`config.mk`:
```
export PLATFORM = sky130hd
export DESIGN_NAME = lpor_adder_key_operand_stager
export DESIGN_NICKNAME = d
export VERILOG_FILES = /design/src/rtl/lpor_lock_pkg.sv /design/src/rtl/lpor_key_shift_reg.sv /design/src/rtl/lpor_adder_key_operand_stager.sv
export SDC_FILE = /design/constraint.sdc
export NUM_CORES = 1
export LEC_CHECK = 0
export BUFFER_PORTS_ARGS = -buffer_cell sky130_fd_sc_hd__buf_4
export CORE_ASPECT_RATIO = 0.75
export CORE_MARGIN = 5
export CORE_UTILIZATION = 45
export CTS_CLUSTER_DIAMETER = 200
export CTS_CLUSTER_SIZE = 14
export DETAILED_ROUTE_END_ITERATION = 8
export HOLD_SLACK_MARGIN = 0.08
export PLACE_DENSITY = 0.76
export SYNTH_ARGS = -nofsm -noshare
export SYNTH_HDL_FRONTEND = slang
export SYNTH_HIERARCHICAL = 1
export SYNTH_SLANG_ARGS = --single-unit
```
`constraint.sdc`:
```
create_clock -name clk -period 1.8 [get_ports clk]
set_input_delay 0.09 -clock clk [delete_from_list [all_inputs] [get_ports clk]]
set_output_delay 0.09 -clock clk [all_outputs]
set_load 0.005 [all_outputs]
```
`src/rtl/lpor_lock_pkg.sv`:
```
// Shared widths, key-loader state encoding and operand pair type for the
// key-locked lower-part-OR adder input stage.
package lpor_lock_pkg;

  localparam int unsigned DATA_W = 16;
  localparam int unsigned KEY_W  = 32;
  localparam int unsigned CNT_W  = $clog2(KEY_W + 1);

  localparam logic [CNT_W-1:0] CNT_FULL = CNT_W'(KEY_W);

  typedef enum logic [1:0] {
    EMPTY   = 2'd0,
    LOADING = 2'd1,
    FULL    = 2'd2,
    ARMED   = 2'd3
  } key_state_e;

  typedef struct packed {
    logic [DATA_W-1:0] a;
    logic [DATA_W-1:0] b;
  } operand_pair_t;

endpackage

```
`src/rtl/lpor_key_shift_reg.sv`:
```
// Serial key loader: MSB-first shift register, saturating bit counter,
// seal FSM and sticky misuse flag. The key leaves only once sealed.
module lpor_key_shift_reg
  import lpor_lock_pkg::*;
(
  input  logic             clk,
  input  logic             rst_n,
  input  logic             key_sdi,
  input  logic             key_shift,
  input  logic             key_commit,
  output logic             armed_o,
  output logic             err_o,
  output logic [KEY_W-1:0] key_o
);

  key_state_e       state_q, state_d;
  logic [KEY_W-1:0] sr_q, sr_d;
  logic [CNT_W-1:0] cnt_q, cnt_d;
  logic             err_q, err_d;
  logic [KEY_W-1:0] key_q, key_d;

  always_comb begin
    state_d = state_q;
    sr_d    = sr_q;
    cnt_d   = cnt_q;
    err_d   = err_q;
    unique case (state_q)
      EMPTY, LOADING: begin
        if (key_commit) err_d = 1'b1;
        if (key_shift) begin
          sr_d    = {sr_q[KEY_W-2:0], key_sdi};
          cnt_d   = (cnt_q == CNT_FULL) ? cnt_q : cnt_q + 1'b1;
          state_d = (cnt_d == CNT_FULL) ? FULL : LOADING;
        end
      end
      FULL: begin
        // Commit beats a simultaneous shift so the sealed key is the one observed.
        if (key_commit) state_d = ARMED;
        else if (key_shift) sr_d = {sr_q[KEY_W-2:0], key_sdi};
      end
      ARMED: begin
        if (key_shift || key_commit) err_d = 1'b1;
      end
      default: state_d = EMPTY;
    endcase
    key_d = (state_d == ARMED) ? sr_d : '0;
  end

  always_ff @(posedge clk or negedge rst_n) begin
    if (!rst_n) begin
      state_q <= EMPTY;
      sr_q    <= '0;
      cnt_q   <= '0;
      err_q   <= 1'b0;
      key_q   <= '0;
    end else begin
      state_q <= state_d;
      sr_q    <= sr_d;
      cnt_q   <= cnt_d;
      err_q   <= err_d;
      key_q   <= key_d;
    end
  end

  assign armed_o = (state_q == ARMED);
  assign err_o   = err_q;
  assign key_o   = key_q;

endmodule

```
`src/rtl/lpor_adder_key_operand_stager.sv`:
```
// Input stage of the key-locked LOA adder: key loader plus a one-entry
// valid/ready operand register that only opens once the key is sealed.
module lpor_adder_key_operand_stager
  import lpor_lock_pkg::*;
(
  input  logic              clk,
  input  logic              rst_n,
  input  logic              key_sdi,
  input  logic              key_shift,
  input  logic              key_commit,
  output logic              key_armed_o,
  output logic              key_err_o,
  input  logic              in_valid,
  output logic              in_ready,
  input  logic [DATA_W-1:0] in_a,
  input  logic [DATA_W-1:0] in_b,
  output logic              out_valid,
  input  logic              out_ready,
  output logic [DATA_W-1:0] add1_o,
  output logic [DATA_W-1:0] add2_o,
  output logic [KEY_W-1:0]  keyinput_o
);

  operand_pair_t pair_q, pair_d;
  logic          valid_q, valid_d;
  logic          accept;

  lpor_key_shift_reg u_key (
    .clk        (clk),
    .rst_n      (rst_n),
    .key_sdi    (key_sdi),
    .key_shift  (key_shift),
    .key_commit (key_commit),
    .armed_o    (key_armed_o),
    .err_o      (key_err_o),
    .key_o      (keyinput_o)
  );

  assign in_ready = key_armed_o & (~valid_q | out_ready);
  assign accept   = in_valid & in_ready;

  always_comb begin
    pair_d  = pair_q;
    valid_d = valid_q;
    if (accept) begin
      pair_d.a = in_a;
      pair_d.b = in_b;
      valid_d  = 1'b1;
    end else if (valid_q && out_ready) begin
      valid_d = 1'b0;
    end
  end

  always_ff @(posedge clk or negedge rst_n) begin
    if (!rst_n) begin
      pair_q  <= '0;
      valid_q <= 1'b0;
    end else begin
      pair_q  <= pair_d;
      valid_q <= valid_d;
    end
  end

  assign out_valid = valid_q;
  assign add1_o    = pair_q.a;
  assign add2_o    = pair_q.b;

endmodule

```
Word-level counts from Yosys, hierarchy flattened
Index checks and enable logic that the tools add are counted.

storage, ports and cells
  flip-flop bits (word level) = 106
  input port bits = 39
  word-level logic and storage cells = 43

operators by class
  add/sub/neg operators = 1
  equality and inequality tests = 8
  muxes and demuxes = 14
  bitwise logic cells = 4
  reduce and logical (&&, ||, !) cells = 8

operator list
  cell                   number
  $mux W32               3
  $pmux W32 S2           1
  $eq A6 B6 Y1 const B   2
  $add A6 B1 Y6 const B  1
  $eq A2 B2 Y1 const B   3
  $mux W2                3
  $mux W6                1
  $mux W1                4
  $pmux W2 S2            1
  $reduce_bool A2 Y1     2
  $reduce_and A3 Y1      1
  $and A1 B1 Y1          2
  $eq A2 B1 Y1 const B   1
  $logic_not A2 Y1       1
  $ne A2 B1 Y1 const B   1
  $ne A2 B2 Y1 const B   1
  $pmux W1 S2            1
  $reduce_and A2 Y1      1
  $reduce_or A2 Y1       1
  $logic_and A1 B1 Y1    1
  $logic_or A1 B1 Y1     1
  $not A1 Y1             1
  $or A1 B1 Y1           1

Logic depth before layout (Yosys ltp)
  depth after elaboration = 8
  mapped depth = 6
  gate-level depth less buffers = 6

Hierarchy
Netlist, hierarchy kept.

modules (own cells, without submodules)
  module                         times used  cells each  area each (µm²)  seq. area each (µm²)
  lpor_key_shift_reg             1           188         2,915.3          1,826.8
  lpor_adder_key_operand_stager  1           74          1,412.6          825.8

Least setup slack after synthesis
Ideal clock, no wire load.

  path kind = reg-to-reg
  start point = register u_key.cnt_q[0]
  end point = register u_key.state_q[1]
  library setup time = 0.120 ns
  arrival time = 1.465 ns
  data required time = 1.680 ns
  slack = 0.216 ns
  cell stages (with the launch flop) = 7
  buffers on the path = 0
  clock period less this slack = 1.584 ns
  path through = dfrtp_1 inv_1 ha_1 nand2_1 nor4_4 mux2_2 a31o_1

between the ends
  word-level cells in the longest chain between the ends = 6

ends and longest elaborated chain
  item                                           RTL line                  RTL
  from (decl)                                    lpor_key_shift_reg.sv:18  logic [CNT_W-1:0] cnt_q, cnt_d;
  from (signal assigned)                         lpor_key_shift_reg.sv:59  cnt_q <= cnt_d;
  $add A6 B1 Y6 or $eq A6 B6 Y1 (tied branches)  lpor_key_shift_reg.sv:32  cnt_d = (cnt_q == CNT_FULL) ? cnt_q : cnt_q + 1'b1;
  $mux W6 *                                      lpor_key_shift_reg.sv:32
  $eq A6 B6 Y1 *                                 lpor_key_shift_reg.sv:33  state_d = (cnt_d == CNT_FULL) ? FULL : LOADING;
  $mux W2 *                                      lpor_key_shift_reg.sv:33
  $mux W2 *                                      lpor_key_shift_reg.sv:30  if (key_shift) begin
  $pmux W2 S2 *                                  lpor_key_shift_reg.sv:27  unique case (state_q)
  via u_key.state_d[1]                           lpor_key_shift_reg.sv:16  key_state_e state_q, state_d;
  to (signal assigned)                           lpor_key_shift_reg.sv:57  state_q <= state_d;
  to (decl)                                      lpor_key_shift_reg.sv:16

The timed path passes the listed nets; every way through them passes the cells marked *.
A chain may end at the register's enable or synchronous reset.

Worst setup path after layout
Same ends and word-level chain as after synthesis.

==> summary.md <==
| Metric | Value |
|---|---|
| Library cells used by synthesis | 36 |
| Vias in the first global route | between 2,000 and 3,000 |
| Setup TNS | 0 ns |
| Fin cells | approximately 550 |
| Die Footprint | 0.01170 mm^2 |
| Post-synthesis cell count | 262 |
| Vias | 2,564 |
| Port-buffer cells | around 110 |
| Final-report max-slew violation count | 0 |
| Max-slew headroom | 0.6946 |
| Area delta synth->final | 36.57% |
| Max cap viols | 0 |
| Status | finished clean |
| Worst-margin pin slew | 0.4581 ns |
| Wire length per cell | about 17 um |
| Clk_lat worst skew | 0.33 ns |
| Total power | 8247 uW |
| GRT Overall Usage | 0.1635 |
| Antenna violations before repair | 0 |
| DPL Wire Length | 5.690 mm |
| Pwr/cell area | 1395 mW/mm^2 |
| Mean Syn Cell Area | 16.52 um^2 |
| Placer Congestion | 0.7574 |
| Critical-path top delay cell | dfrtp_1 |
| H-tree level count | 3 |
| DRT iter0 DRCs | 169 |
| Commonest non-fill, non-tap cells in the layout | buf_4, dfrtp_1, mux2_4, dlygate4sd3_1, and2_1 |
| Clock Tree Buf Depth | 2 |
| Final min period | 1.698 ns |
| Clock transition at path regs | 0.07 ns |
| Critical Path Sink Type | flip-flop |
| Clock sink count | 106 |
| Synth Register Bits | ~110 |
| Final setup viols | 0 |
| Tightest Hold Check Type | in2async |
| Total congestion overflow | 0 |
| Post-DR vias/cell | approximately 4.7 |
| Most common cell after layout, fill and taps aside | buf_4 |
| Total clock buffers created by CTS | 9 |
| Final Hold Slack | 0.2752 ns |
| Final Hold Fails | 0 |
| Layout cells sized above 1 | 0.4903 |
| Tcrit/Tclk final | 0.9432 |
| # rows | 31 |
| IO Count | ~110 |
| Die W | 123.2 um |
| Setup repair bufs after CTS | 0 |
| Worst Path Arrival | 1.92 ns |
| Crit Path Category | reg2reg |
| Ys Warns | 6 |
| Synth Net Count | approximately 300 |
| FMAX | 589.0 MHz |
| Placed cells | 493 |
| Sequential area share after synthesis | 0.6129 |
| Antenna fix cells | 0 |
| P_leak | 0.003010 uW |
| TritonCTS clock tree | done |
| Core ar. | 0.009542 mm^2 |
| Final Skew | 0.004840 ns |
| Largest net degree at the start of global routing | 39 |
| Post-DRT Antenna Nets | 0 |
| WL final | 9.449 mm |
| Initial Util | 0.4536 |
| CP max stage delay | 0.44 ns |
| Worst Path Required | 2.02 ns |
| DR DRC count | 0 |
| CP Max Fanout | 6 |
| Worst-path cell chain | inv_2, ha_1, nand2_1, nor4_4, mux2_2, a31o_1 |
| Clk root buf | clkbuf_16 |
| Max IR drop VDD | 0.7598 mV |
| Mapped Area | 0.004328 mm^2 |
| Unrepaired setup endpoints after global routing | no |
| Nets@finish | 451 |
| DR pass1 iterations | 4 |
| First-pass GRT wire length | 14.63 mm |
| Die height | 94.93 um |
| Worst setup SP type | flip-flop |
==> layout make-up <==
type | instances | area [um^2]
fill | 713 | 3631
sequential | 106 | 2653
multi-input combinational | 140 | 1499
timing repair buffer | 151 | 1279
clock buffer | 10 | 229.0
tap | 132 | 165.2
clock inverter | 5 | 78.83
inverter | 2 | 7.507
==> layer usage <==
layer  part of all wire  global-route usage  wire, um
met5                  0                   0         0
met4             0.0091             0.03410        86
met3               0.10             0.06946       957
met2               0.44              0.2560      4127
met1               0.45              0.2142      4277
==> per-stage QoR <==
step	util	worst slack (ns)	instance area, um^2
after floorplan	-	0.2157	4328
after global placement	0.5473	0.1688	5223
after detailed placement	0.5473	0.08703	5223
after CTS	0.6195	0.07167	5911
after global routing	0.6195	0.006107	5911
final	0.6195	0.1023	5911
==> synthesized netlist by cell type (all sizes together) <==
library cell | instances | area (um^2)
nand4 | 1 | 6.260
a311oi | 1 | 8.760
a21oi | 2 | 10.01
o21ai | 1 | 5.000
nand3 | 2 | 10.01
mux2 | 66 | 968.4
o21a | 1 | 15.01
and2 | 35 | 224.0
xor2 | 2 | 17.52
a31o | 1 | 8.760
nand2 | 5 | 18.77
ha | 2 | 25.02
nor4 | 1 | 21.27
inv | 2 | 7.510
buf | 11 | 157.7
a211oi | 1 | 7.510
o21bai | 1 | 7.510
dfrtp | 106 | 2653
and2b | 2 | 16.27
and3 | 1 | 6.260
a21o | 1 | 7.510
or3 | 1 | 6.260
xnor2 | 4 | 35.03
nor2b | 2 | 20.02
nor3 | 2 | 10.01
nand2b | 2 | 27.53
nor2 | 1 | 3.750
a31oi | 2 | 12.51
clkbuf | 3 | 11.26
==> power breakdown <==
part	internal, uW	switching (uW)
clock	1210	818
combinational	1670	832
sequential	3110	602
==> worst paths after layout <==
kind                                startpoint  depth (start not counted)  slack [ns]               end
worst max-delay path            u_key/cnt_q[0]                          6        0.10  u_key/state_q[1]
worst min-delay path                     rst_n                          2        0.28         add1_o[5]
worst max register to register  u_key/cnt_q[0]                          6        0.10  u_key/state_q[1]
worst min register to register     u_key/err_o                          1        0.49       u_key/err_o
max in group asynchronous                rst_n                          3        0.97    u_key/cnt_q[5]
min in group clk                      in_valid                          5        0.42         add2_o[3]
==> state kept, by name, summed over array words and instances (netlist names) <==
| signal | flops |
|---|---|
| u_key/state_q | 2 |
| out_valid | 1 |
| add1_o | 16 |
| u_key/sr_q | 32 |
| u_key/cnt_q | 6 |
| u_key/err_o | 1 |
| add2_o | 16 |
| u_key/key_o | 32 |
==> cells by family (layout without fill, tap and decap cells) <==
group                    after synthesis  after routing  synth area share
AND/OR/NAND/NOR                       55             55           0.08558
adder cells (fa/ha/maj)                2              2          0.005781
flip-flops                           106            106            0.6129
multiplexers                          66             66            0.2238
XOR/XNOR                               6              6           0.01214
AO/OA/AOI/OAI                         11             11           0.01908
buffers and inverters                 16            168           0.04076
==> worst max-delay path, delay by kind of cell, from the launching register on <==
family	cells	cell delay (ns)
simple gates	2	0.28
mux	1	0.39
fa+ha+maj	1	0.16
compound gates	1	0.21
flops	1	0.44
buf+inv	1	0.11
==> timing repair <==
| action | CTS | global route |
|---|---|---|
| gates resized for setup | 0 | 1 |
| hold buffers | 38 | 0 |
| endpoints found under the setup margin | 0 | 1 |
| hold endpoints to repair | 68 | 0 |
(Power assumes the default switching activity.)
